File: config.mk
export PLATFORM = sky130hd
export DESIGN_NAME = uart_tx_seq
export DESIGN_NICKNAME = d
export VERILOG_FILES = /design/src/rtl/uart_tx_seq.sv
export SDC_FILE = /design/constraint.sdc
export NUM_CORES = 1
export LEC_CHECK = 0
export ABC_AREA = 1
export CORE_MARGIN = 10
export CORE_UTILIZATION = 55
export DETAILED_ROUTE_END_ITERATION = 12
export PLACE_DENSITY_LB_ADDON = 0.2
export SYNTH_ARGS = -nofsm -noshare
export SYNTH_HDL_FRONTEND = slang
export SYNTH_SLANG_ARGS = --single-unit
File: constraint.sdc
create_clock -name clk -period 1.6 [get_ports clk]
set_clock_uncertainty 0.05 [all_clocks]
set_input_delay 0.16 -clock clk [delete_from_list [all_inputs] [get_ports clk]]
set_output_delay 0.16 -clock clk [all_outputs]
set_load 0.05 [all_outputs]
File: src/rtl/uart_tx_seq.sv
// Message sequencer feeding a UART transmitter: plays len characters out of a
// small write-only buffer, one per transmitter-empty handshake, with optional looping.
`timescale 1ns/1ps
module uart_tx_seq #(
  parameter int DATA_W = 8,
  parameter int DEPTH  = 16,
  parameter int AW     = $clog2(DEPTH)
) (
  input  logic              clk,
  input  logic              clr,
  input  logic              go,
  input  logic              rpt,
  input  logic [AW:0]       len,
  input  logic              wr_en,
  input  logic [AW-1:0]     wr_addr,
  input  logic [DATA_W-1:0] wr_data,
  input  logic              tdre,
  output logic              ready,
  output logic [DATA_W-1:0] tx_data,
  output logic              busy,
  output logic              done
);

  localparam logic [2:0] WTGO   = 3'd0;
  localparam logic [2:0] WTTDRE = 3'd1;
  localparam logic [2:0] LOAD   = 3'd2;
  localparam logic [2:0] WTACK  = 3'd3;
  localparam logic [2:0] WTNGO  = 3'd4;

  logic [2:0]        state_q, state_d;
  logic [AW:0]       idx_q, idx_d;
  logic [AW:0]       len_q, len_d;
  logic              ready_q, ready_d;
  logic              busy_q, busy_d;
  logic              done_q, done_d;
  logic [DATA_W-1:0] tx_data_q, tx_data_d;
  logic [DATA_W-1:0] mem_q [DEPTH];

  // Message buffer: no reset, and frozen while a message is in flight.
  always_ff @(posedge clk) begin
    if (wr_en && !busy_q) begin
      mem_q[wr_addr] <= wr_data;
    end
  end

  // Next-state and output decode for the handshake sequencer.
  always_comb begin
    state_d   = state_q;
    idx_d     = idx_q;
    len_d     = len_q;
    ready_d   = 1'b0;
    done_d    = 1'b0;
    busy_d    = busy_q;
    tx_data_d = tx_data_q;
    case (state_q)
      WTGO: begin
        if (go) begin
          len_d = len;
          idx_d = {(AW+1){1'b0}};
          if (len == {(AW+1){1'b0}}) begin
            done_d  = 1'b1;
            state_d = WTNGO;
          end else begin
            busy_d  = 1'b1;
            state_d = WTTDRE;
          end
        end else begin
          state_d = WTGO;
        end
      end
      WTTDRE: begin
        // Also re-raises busy on the first cycle of a repeated pass.
        busy_d = 1'b1;
        if (tdre) begin
          state_d = LOAD;
        end else begin
          state_d = WTTDRE;
        end
      end
      LOAD: begin
        ready_d   = 1'b1;
        tx_data_d = mem_q[idx_q[AW-1:0]];
        idx_d     = idx_q + {{AW{1'b0}}, 1'b1};
        state_d   = WTACK;
      end
      WTACK: begin
        if (!tdre) begin
          if (idx_q < len_q) begin
            state_d = WTTDRE;
          end else begin
            done_d = 1'b1;
            busy_d = 1'b0;
            if (rpt && go) begin
              idx_d   = {(AW+1){1'b0}};
              state_d = WTTDRE;
            end else begin
              state_d = WTNGO;
            end
          end
        end else begin
          state_d = WTACK;
        end
      end
      WTNGO: begin
        if (go) begin
          state_d = WTNGO;
        end else begin
          state_d = WTGO;
        end
      end
      default: begin
        state_d = WTGO;
        busy_d  = 1'b0;
        idx_d   = {(AW+1){1'b0}};
      end
    endcase
  end

  // State and registered outputs, cleared asynchronously by clr.
  always_ff @(posedge clk or posedge clr) begin
    if (clr) begin
      state_q   <= WTGO;
      idx_q     <= {(AW+1){1'b0}};
      len_q     <= {(AW+1){1'b0}};
      ready_q   <= 1'b0;
      busy_q    <= 1'b0;
      done_q    <= 1'b0;
      tx_data_q <= {DATA_W{1'b0}};
    end else begin
      state_q   <= state_d;
      idx_q     <= idx_d;
      len_q     <= len_d;
      ready_q   <= ready_d;
      busy_q    <= busy_d;
      done_q    <= done_d;
      tx_data_q <= tx_data_d;
    end
  end

  assign ready   = ready_q;
  assign tx_data = tx_data_q;
  assign busy    = busy_q;
  assign done    = done_q;

endmodule

# Word level (Yosys, flattened, before mapping)
# Memory sizes are Yosys's and may differ from the RTL's. A register that Yosys moved wholly into a read port is not among the register bits.
# Index checks and enable logic that the tools add are counted.
dict set report totals {
  word_cells 56
  n_memories 1
  reg_bits 16
  ram_bits 128
}
dict set report op_classes {
  bitwise_logic 2
  muxes 26
  n_eq_ne 9
  magnitude_cmp 1
  reduce_logical 10
  add_sub_neg 1
}
# memory words word_bits rd rd_clocked_by_memory_dff write_ports line
set mem_list {}
lappend mem_list {mem_q 16 8 1 1 1 37} ;# logic [DATA_W-1:0] mem_q [DEPTH];
# cell n
set ops {}
lappend ops {{$mux W5} 4}
lappend ops {{$pmux W5 S4} 1}
lappend ops {{$mux W3} 6}
lappend ops {{$pmux W3 S5} 1}
lappend ops {{$mux W1} 11}
lappend ops {{$ne A2 B2 Y1 const B} 5}
lappend ops {{$reduce_and A5 Y1} 2}
lappend ops {{$eq A3 B2 Y1 const B} 2}
lappend ops {{$add A5 B1 Y5 const B} 1}
lappend ops {{$logic_not A5 Y1} 1}
lappend ops {{$lt A5 B5 Y1} 1}
lappend ops {{$pmux W1 S4} 1}
lappend ops {{$reduce_or A2 Y1} 2}
lappend ops {{$eq A3 B1 Y1 const B} 1}
lappend ops {{$eq A3 B3 Y1 const B} 1}
lappend ops {{$logic_not A3 Y1} 1}
lappend ops {{$logic_and A1 B1 Y1} 2}
lappend ops {{$mux W2} 1}
lappend ops {{$not A1 Y1} 2}
lappend ops {{$pmux W1 S2} 1}
lappend ops {{$reduce_and A2 Y1} 1}
lappend ops {{$logic_not A1 Y1} 1}

# Depth between registers and ports, before layout
# Gate-level depths: netlist (run 1).
dict set report depth {
  ltp_word 5
  mapped_depth 12
  mapped_depth_nobuf 11
}

# Worst setup path after synthesis (run 1)
# OpenSTA, ideal clock, no wires.
dict set report synth_path {
  path_type {reg-to-reg}
  from {register busy_q (netlist: busy)}
  to {memory mem_q[10][0] (enable)}
  t_arrival_ns 1.359
  stages_incl_launch_ff 4
  period_less_slack_ns 1.779
  t_required_ns 1.180
  setup_slack_ns -0.179
  setup_time_ns 0.370
  path_cell_list {dfrtp_1 > nor2_1 > nand3b_1 > nor2_1}
}
dict set report synth_via {
  elab_chain_len 4
}
# item line
set synth_lines {}
lappend synth_lines {{start: declaration} 34} ;# logic busy_q, busy_d;
lappend synth_lines {{start signal: assignment} 134} ;# busy_q <= busy_d;
lappend synth_lines {{$logic_not A1 Y1} 41} ;# if (wr_en && !busy_q) begin
lappend synth_lines {{$logic_and A1 B1 Y1} 41}
lappend synth_lines {{$mux W1} 41}
lappend synth_lines {{$mux W1 (not written as such)} 42} ;# mem_q[wr_addr] <= wr_data;
lappend synth_lines {{end: declaration} 37}
# Every way passes these cells.

==> results of run 1 <==
-- what timing repair did --
item / in CTS / in global routing
buffers inserted: 0 / 5
cloned: 0 / 2
endpoints found under the hold margin: 0 / 0
endpoints found under the setup margin: 57 / 84
pin swaps: 2 / 9
resized for setup: 4 / 30
-- flip-flops by register name, summed over array words and instances (netlist names) --
| name | flops |
|---|---|
| done | 1 |
| mem_q | 128 |
| tx_data | 8 |
| idx_q | 5 |
| state_q | 3 |
| len_q | 5 |
| ready | 1 |
| busy | 1 |
-- placed cells by master, fill, tap and decap left out, types with 11 or more instances in the layout --
master and instances:
dfrtp_1 20, clkbuf_16 19, buf_4 41, inv_1 45
nor2_2 11, nor2_1 11, buf_12 13, clkdlybuf4s50_1 22
nand2_1 231, edfxtp_1 128, nand3_1 101
-- layout make-up --
cell class | count | area (um^2) | area share (%)
sequential | 152 | 4450 | 55.0
multi-input combinational | 398 | 1850 | 22.9
timing repair buffer | 81 | 876 | 10.8
clock buffer | 17 | 425 | 5.26
inverter | 49 | 189 | 2.33
tap | 143 | 179 | 2.21
clock inverter | 14 | 125 | 1.55
-- path summary, 6_finish.rpt --
check / start / endpoint / depth (start not counted)
hold / removal: clr / tx_data[3] / 3
setup / recovery: idx_q[0] / tx_data[2] / 8
setup reg to reg: idx_q[0] / tx_data[2] / 8
min in group clk: len[4] / len_q[4] / 3
max in group asynchronous: clr / busy / 3
hold reg to reg: state_q[2] / state_q[1] / 1
-- power by group through the flow --
stage / logic, mW / clock network (mW) / registers [mW]
5_1_grt: 5.69 / 3.93 / 4.91
2_1_floorplan: 2.78 / 0 / 5.29
6_report: 5.19 / 3.72 / 4.87
3_3_place_gp: 4.46 / 0 / 4.89
3_5_place_dp: 4.56 / 0 / 4.91
4_1_cts: 4.62 / 3.75 / 4.83
-- stage by stage --
stage          TNS, ns  instance area [um^2]  cells
2_1_floorplan    -5.53                  6590    626
3_3_place_gp    -25.38                  7320    817
3_5_place_dp    -25.42                  7320    817
4_1_cts              0                  7890    848
5_1_grt          -1.05                  8100    854
6_report             0                  8100    854
-- logic make-up (layout without fill, tap and decap cells) --
| group | Yosys count | in the layout |
|---|---|---|
| flops | 152 | 152 |
| compound gates | 14 | 14 |
| fa+ha+maj | 5 | 5 |
| simple gates | 379 | 379 |
| buf+inv | 76 | 161 |
-- routing by layer --
layer  vias up  track usage, %
li1       2240               -
met1      2255            22.6
met2       226            31.0
met3        34            5.87
met4         0            8.90
met5         -               0
-- worst register-to-register path, stage by stage (launching register included) --
cell and delay [ns]:
dfrtp_2 0.47, buf_12 0.20, or2_2 0.32, nand3_1 0.07, nand2_1 0.07, nand2_2 0.08, nand3_1 0.07, nand3_1 0.08
nand2_1 0.06
==> reports/metrics.yaml, run 1 <==
outcome:
  outcome: "completed"
critical_path:
  path_cells: "buf_12 > or2_2 > nand3_1 > nand2_1 > nand2_2 > nand3_1 > nand3_1 > nand2_1"
  rrSetupSlack_ns: 0.02
  path_delay_family: "simple AND/OR/NAND/NOR gates"
  endpoint_kind: "flip-flop"
  cp_num_buf_inv: 1
  arrival_ns: 1.84
  worstPathRequired_ns: 1.87
  path_class: "flip-flop to flip-flop"
  crit_path_top_delay_cell: "dfrtp_2"
  critical_path.max_fanout: 37
  crit_top_cell: "nand3_1"
  cp-start-kind: "flip-flop"
  slowest_delay_ns: 0.47
synthesis:
  syn_nets: 654
  synth_compound_area_share_pct: 1.24
  ys_seq_area_share_pct: 67.9
  async_reset_ff_share_pct: 15.8
  synth_seq_cells: 152
  synth_top_family_by_area: "simple AND/OR/NAND/NOR gates"
  muxShareOfSynthArea_pct: 0
  synthXorXnorAreaFrac_pct: 0
  yosys.area_share.simple_pct: 24.2
  synth_fa_ha_area_share_pct: 0.956
  yosys_warnings: 0
  synth_top_area_share_pct: 58.8
  syn_inst: 626
  synth_edf_count: 128
  yosys-top-cells-count: "nand2_1 (241), edfxtp_1 (128), nand3_1 (103), inv_1 (46), nor2_1 (25)"
  synth_most_common_cell: "nand2_1"
  synth.area.top_cells: "edfxtp_1 (59%), nand2_1 (14%), dfrtp_1 (9.2%)"
  synth_cell_types: 25
  synth.avg_cell_area_um2: 10.4
  yosysTopAreaCell: "edfxtp_1"
  synth_ff_type: "edfxtp_1"
  syn_area_um2: 6540
global_routing:
  grt_max_degree: 38
  grt_use_total_pct: 18.9
  grt_pass1_vias: 4564
  antenna_found_initial: 0
  overflow: 0
  grt_pass1_wl_um: 23800
floorplanning:
  die_w_um: 129
  io_pins: 34
  die_h_um: 129
  dieArea_um2: 16700
  start_util_pct: 56.8
  core-area_um2: 11500
  num_rows: 39
detailed_routing:
  wl_met1_um: 6150
  ant_nets: 0
  via_per_inst: 5.57
  met3WireLength_um: 1430
  wl_per_cell_um: 18.6
  drc: 0
  wl_um: 15900
  dr.pass1.iters: 5
  num_vias: 4755
  met2RoutedLength_um: 7860
  top_layer: "met4"
  dr.first_iter.drc_count: 493
power_and_ir_drop:
  netSwitchingFraction_pct: 37.3
  power.share.clock_pct: 27.0
  power-per-cell-area_nw_per_um2: 1700
  power_switching_mw: 5.13
  p_comb_share_pct: 37.6
  total_leakage_power_nw: 3.38
  p_int_mw: 8.64
  finalPower_mw: 13.8
  ir_drop_uv: 920
  seq_power_share_pct: 35.4
finish:
  antenna_cells: 0
  syn_to_final_growth_pct: 23.8
  drive_gt1_share_pct: 18.1
  nFillCells: 808
  finalNetCount: 727
  final_util_pct: 70.3
sta:
  fmax_mhz: 635
  hold_viol: 0
  worst_pin_slew_ns: 0.471
  timing.final.ws_setup_ns: 0.0247
  report.final.setup_viol: 0
  rsz0062_at_grt: "yes"
  slew_headroom_pct: 68.6
  fin_hold_ws_ns: 0.0320
  fin_crit_sh_pct: 98.5
  finalCriticalPeriod_ns: 1.58
  drv_slew: 0
hold_path:
  hp-class: "primary input to asynchronous set/reset pin"
clock_tree:
  clkLatencyLatePin_ns: 0.43
  root_buffer: "clkbuf_16"
  clockBufferDepth: 2
  clock-sinks: 152
  htree_levels: 4
  cts_tree: "done"
  clk_pin_slew_worst_paths_ns: 0.06
  cts_buffers: 17
  holdBufCountCts: 0
placed_design:
  port_buffers: 33
  dp_hpwl_um: 10100
  place_ws_ns: -0.268
  gp_congestion: 0.872
flow_run:
  cap_violations: 0
Power figures use the tool's default switching activity.
==> run 2: changes to the inputs <==
Settings changed: TNS_END_PERCENT from default to 10.
==> reports/metrics.yaml, run 2 (synthesis results as in run 1) <==
floorplanning:
  dieArea_um2: 16700  # unchanged
  start_util_pct: 56.8  # unchanged
  die_w_um: 129  # unchanged
  io_pins: 34  # unchanged
  num_rows: 39  # unchanged
  die_h_um: 129  # unchanged
  core-area_um2: 11500  # unchanged
sta:
  tns_ns: -0.0328  # was 0 ns
  rsz0062_at_grt: "yes"  # unchanged
  slew_headroom_pct: 66.4  # was 68.6%
  fmax_mhz: 618  # was 635 MHz
  worst_pin_slew_ns: 0.503  # was 0.471 ns
  finalCriticalPeriod_ns: 1.62  # was 1.58 ns
  fin_hold_ws_ns: 0.0455  # was 0.0320 ns
  report.final.setup_viol: 2  # was 0
  timing.final.ws_setup_ns: -0.0176  # was 0.0247 ns
  drv_slew: 0  # unchanged
  hold_viol: 0  # unchanged
  fin_crit_sh_pct: 101  # was 98.5%
clock_tree:
  cts_tree: "done"  # unchanged
  root_buffer: "clkbuf_16"  # unchanged
  htree_levels: 4  # unchanged
  clockBufferDepth: 2  # unchanged
  clk_pin_slew_worst_paths_ns: 0.06  # about the same
  cts_buffers: 17  # unchanged
  clkLatencyLatePin_ns: 0.43  # about the same
  clock-sinks: 152  # unchanged
power_and_ir_drop:
  finalPower_mw: 14.4  # was 13.8 mW
  power-per-cell-area_nw_per_um2: 1730  # was 1700 nW/um^2
  ir_drop_uv: 1380  # was 920 uV
  total_leakage_power_nw: 3.52  # was 3.38 nW
detailed_routing:
  wl_per_cell_um: 19.1  # was 18.6 um
  wl_met1_um: 6420  # was 6150 um
  via_per_inst: 5.57  # about the same
  wl_um: 16500  # was 15900 um
  dr.first_iter.drc_count: 540  # was 493
  met3WireLength_um: 1470  # was 1430 um
  drc: 0  # unchanged
  met2RoutedLength_um: 8210  # was 7860 um
  ant_nets: 0  # unchanged
  dr.pass1.iters: 5  # unchanged
  num_vias: 4838  # was 4755
  top_layer: "met4"  # unchanged
global_routing:
  grt_pass1_wl_um: 23500  # was 23800 um
  grt_pass1_vias: 4552  # was 4564
  grt_max_degree: 42  # was 38
  overflow: 0  # unchanged
  antenna_found_initial: 0  # unchanged
  grt_use_total_pct: 18.7  # was 18.9%
critical_path:
  slowest_delay_ns: 0.42  # was 0.47 ns
  arrival_ns: 1.88  # was 1.84 ns
  crit_path_top_delay_cell: "dfrtp_2"  # unchanged
  critical_path.max_fanout: 10  # was 37
  path_delay_family: "simple AND/OR/NAND/NOR gates"  # unchanged
  worstPathRequired_ns: 1.86  # was 1.87 ns
  crit_top_cell: "nand2_1"  # was nand3_1
  path_cells: "buf_12 > buf_4 > buf_6 > nand2_1 > nand3_1 > nand3_2 > nand2_1 > nand2_1 > nand2_1 > nand2_1 > nand2_1"  # was buf_12 > or2_2 > nand3_1 > nand2_1 > nand2_2 > nand3_1 > nand3_1 > nand2_1
  cp-start-kind: "flip-flop"  # unchanged
  cp_num_buf_inv: 3  # was 1
  endpoint_kind: "flip-flop"  # unchanged
  path_class: "flip-flop to flip-flop"  # unchanged
hold_path:
  hp-class: "primary input to asynchronous set/reset pin"  # unchanged
finish:
  mostFrequentLayoutCell: "nand2_1"  # unchanged
  layout_common_cells: "nand2_1 (230), edfxtp_1 (128), nand3_1 (77)"  # was nand2_1 (231), edfxtp_1 (128), nand3_1 (101)
  largest_register_ff_count: 128  # unchanged
  final_util_pct: 72.5  # was 70.3%
  antenna_cells: 0  # unchanged
  drive_gt1_share_pct: 22.3  # was 18.1%
  regMostFlops: "mem_q"  # unchanged
  syn_to_final_growth_pct: 27.6  # was 23.8%
  finalNetCount: 740  # was 727
placed_design:
  port_buffers: 33  # unchanged
  place_ws_ns: -0.256  # was -0.268 ns
  dp_hpwl_um: 10100  # about the same
  gp_congestion: 0.895  # was 0.872
outcome:
  failed_checks: "negative setup slack"
  outcome: "finished, violations left"  # was completed
flow_run:
  cap_violations: 0  # unchanged
## run 2: metrics by stage
step,area (um^2),std cells
after detailed placement,7320,822
after floorplan,6580,626
final,8350,868
after CTS,7900,854
after global routing,8350,868
after global placement,7320,822
## run 2: worst paths after layout
| path | to | start | cells after the start | slack [ns] |
|---|---|---|---|---|
| max in group asynchronous | idx_q[0] | clr | 3 | 1.19 |
| min | len_q[1] | clr | 3 | 0.05 |
| min reg2reg | tx_data[1] | tx_data[1] | 2 | 0.42 |
| min in group clk | len_q[1] | len[1] | 3 | 0.28 |
| max | tx_data[6] | idx_q[0] | 11 | -0.02 |
| max reg2reg | tx_data[6] | idx_q[0] | 11 | -0.02 |
## run 2: what timing repair did
item / CTS / global route
pin swaps: 2 / 22
gates resized for setup: 3 / 51
gates cloned: 0 / 9
setup endpoints to repair: 28 / 56
buffers inserted: 0 / 6
hold buffers: 0 / 0
## run 2: tightest hold or removal path, cell delays in order
cell             delay [ns]
clkdlybuf4s50_1        0.40
inv_1                  0.05
buf_4                  0.30
## run 2: layer usage
metal  vias to the layer above  global-route usage (%)
met5                         -                       0
met2                       256                    30.4
li1                       2269                       -
met3                        49                    6.08
met4                         0                    6.89
met1                      2264                    23.1
## run 2: power breakdown
part,internal (mW),switching (mW),leakage (nW)
clock network,2.18,1.64,0.279
registers,4.64,0.191,1.46
logic,2.16,3.60,1.79
total,8.98,5.42,3.52
## run 2: final cells by class
type	instances	area, um^2
flip-flops and latches	152	4450
fillers	767	3170
multi-input cells	398	1950
repair buffers	94	1010
clock buffers	18	429
inverters	49	196
well taps	143	179
clock inverters	14	138
==> run 3: changes to the inputs <==
Settings changed: SETUP_SLACK_MARGIN from default to 0.05.
==> reports/metrics.yaml, run 3 (synthesis results as in run 1) <==
floorplanning:
  die_h_um: 129  # unchanged
  io_pins: 34  # unchanged
  die_w_um: 129  # unchanged
  core-area_um2: 11500  # unchanged
  start_util_pct: 56.8  # unchanged
  dieArea_um2: 16700  # unchanged
  num_rows: 39  # unchanged
clock_tree:
  clock-sinks: 152  # unchanged
  cts_tree: "done"  # unchanged
  holdBufCountCts: 0  # unchanged
  root_buffer: "clkbuf_16"  # unchanged
  clk_pin_slew_worst_paths_ns: 0.06  # about the same
  clkLatencyLatePin_ns: 0.43  # about the same
  cts_buffers: 17  # unchanged
  htree_levels: 4  # unchanged
  clockBufferDepth: 2  # unchanged
global_routing:
  overflow: 0  # unchanged
  grt_use_total_pct: 19.3  # was 18.7%
  grt_pass1_wl_um: 24200  # was 23500 um
  grt_pass1_vias: 4686  # was 4552
  antenna_found_initial: 0  # unchanged
  grt_max_degree: 36  # was 42
detailed_routing:
  wl_met1_um: 6470  # was 6420 um
  top_layer: "met4"  # unchanged
  dr.first_iter.drc_count: 569  # was 540
  wl_um: 16700  # was 16500 um
  dr.pass1.iters: 5  # unchanged
  met3WireLength_um: 1400  # was 1470 um
  met2RoutedLength_um: 8400  # was 8210 um
  num_vias: 4885  # was 4838
  via_per_inst: 5.64  # was 5.57
  wl_per_cell_um: 19.3  # was 19.1 um
  ant_nets: 0  # unchanged
  drc: 0  # unchanged
critical_path:
  critical_path.max_fanout: 8  # was 10
  rrSetupSlack_ns: -0.001  # was -0.02 ns
  path_cells: "buf_12 > or2_2 > nand3_1 > nand2_1 > nand2_1 > nand3_1 > nand3_1 > nand2_1"  # was buf_12 > buf_4 > buf_6 > nand2_1 > nand3_1 > nand3_2 > nand2_1 > nand2_1 > nand2_1 > nand2_1 > nand2_1
  crit_path_top_delay_cell: "dfrtp_2"  # unchanged
  rr_worst_depth: 8  # was 11
  slowest_delay_ns: 0.47  # was 0.42 ns
  r2r-start: "idx_q[0]"  # unchanged
  r2r_end: "tx_data[2]"  # was tx_data[6]
  endpoint_kind: "flip-flop"  # unchanged
  cp-start-kind: "flip-flop"  # unchanged
  arrival_ns: 1.86  # was 1.88 ns
  worstPathRequired_ns: 1.86  # about the same
  path_class: "flip-flop to flip-flop"  # unchanged
power_and_ir_drop:
  p_comb_share_pct: 38.9  # was 40.0%
  ir_drop_uv: 1590  # was 1380 uV
  power.share.clock_pct: 26.9  # was 26.5%
  p_int_mw: 8.93  # was 8.98 mW
  power_switching_mw: 5.27  # was 5.42 mW
  seq_power_share_pct: 34.3  # was 33.5%
  finalPower_mw: 14.2  # was 14.4 mW
  total_leakage_power_nw: 3.47  # was 3.52 nW
  power-per-cell-area_nw_per_um2: 1710  # was 1730 nW/um^2
  netSwitchingFraction_pct: 37.1  # was 37.7%
sta:
  rsz0062_at_grt: "yes"  # unchanged
  slew_headroom_pct: 67.2  # was 66.4%
  fin_crit_sh_pct: 100  # was 101%
  drv_slew: 0  # unchanged
  report.final.setup_viol: 1  # was 2
  timing.final.ws_setup_ns: -0.00120  # was -0.0176 ns
  worst_pin_slew_ns: 0.491  # was 0.503 ns
  fmax_mhz: 625  # was 618 MHz
  finalCriticalPeriod_ns: 1.60  # was 1.62 ns
  hold_viol: 0  # unchanged
hold_path:
  hp-class: "primary input to asynchronous set/reset pin"  # unchanged
finish:
  antenna_cells: 0  # unchanged
  regMostFlops: "mem_q"  # unchanged
  drive_gt1_share_pct: 22.5  # was 22.3%
  syn_to_final_growth_pct: 26.9  # was 27.6%
  largest_register_ff_count: 128  # unchanged
  layout_common_cells: "nand2_1 (229), edfxtp_1 (128), nand3_1 (82)"  # was nand2_1 (230), edfxtp_1 (128), nand3_1 (77)
  nFillCells: 789  # was 767
  finalNetCount: 738  # was 740
  final_area_um2: 8300  # was 8350 um^2
  mostFrequentLayoutCell: "nand2_1"  # unchanged
placed_design:
  gp_congestion: 0.837  # was 0.895
  port_buffers: 33  # unchanged
  dpl-instance-area_um2: 7360  # was 7320 um^2
  dp_hpwl_um: 10200  # was 10100 um
flow_run:
  cap_violations: 0  # unchanged
outcome:
  failed_checks: "negative setup slack"  # unchanged
  outcome: "finished, violations left"  # unchanged
[run 3: cell count changes in the layout (fill, tap and decap cells not counted), moves of 3 or more]
| cell | before | now |
|---|---|---|
| nand3_2 | 27 | 22 |
| inv_8 | 3 | 0 |
| nand3_1 | 77 | 82 |
| buf_12 | 10 | 7 |
| nor2_1 | 11 | 8 |
| ha_1 | 5 | 2 |
[run 3: repair_timing]
| action | 4_1_cts | 5_1_grt |
|---|---|---|
| resized for setup | 2 | 50 |
| pin swaps | 0 | 17 |
| buffers inserted | 0 | 4 |
| setup endpoints to repair | 11 | 88 |
| gates cloned | 0 | 6 |
| endpoints found under the hold margin | 0 | 0 |
[run 3: metal layers]
metal,track usage [%],up-vias
met1,23.3,2326
met5,0,-
met2,33.2,249
li1,-,2259
met4,6.42,0
met3,4.85,51
[run 3: per-stage QoR]
stage,instances,hold WS (ns),utilization (%),TNS [ns],worst slack [ns]
final,866,0.0456,72.1,-0.00120,-0.00120
after global routing,866,0.102,72.1,-0.373,-0.0740
after CTS,856,0.0521,68.9,0,0.0414
after detailed placement,824,0.417,63.9,-20.56,-0.211
after global placement,824,0.413,63.9,-20.32,-0.195
after floorplan,626,0.125,-,0,0.00116
[run 3: worst max path at each step]
stage | start | endpoint | depth (start not counted)
floorplan | busy | mem_q[10][0] | 3
global placement | wr_en | mem_q[14][0] | 6
detailed placement | wr_en | mem_q[14][7] | 6
CTS | idx_q[4] | idx_q[1] | 10
global route | idx_q[0] | tx_data[0] | 10
finish | idx_q[0] | tx_data[2] | 8
[run 3: area by class of cell]
type                       count  area [um^2]  share of cell area (%)
sequential                   152         4450                    53.6
multi-input combinational    398         1970                    23.8
timing repair buffer          92          951                    11.5
clock buffer                  20          437                    5.26
inverter                      49          189                    2.28
tap                          143          179                    2.16
clock inverter                12          124                    1.49
[run 3: critical path: cells and delay by family, from the launching register on]
kind / cells / cell delay [ns]
buffers and inverters: 1 / 0.17
AND/OR/NAND/NOR: 7 / 0.79
flip-flops: 1 / 0.47
[run 3: power by group through the flow]
stage	logic [mW]	clock network, mW	registers, mW
2_1_floorplan	2.79	0	5.30
6_report	5.52	3.81	4.86
5_1_grt	6.00	4.02	4.90
3_5_place_dp	4.56	0	4.91
3_3_place_gp	4.47	0	4.90
4_1_cts	4.61	3.83	4.83
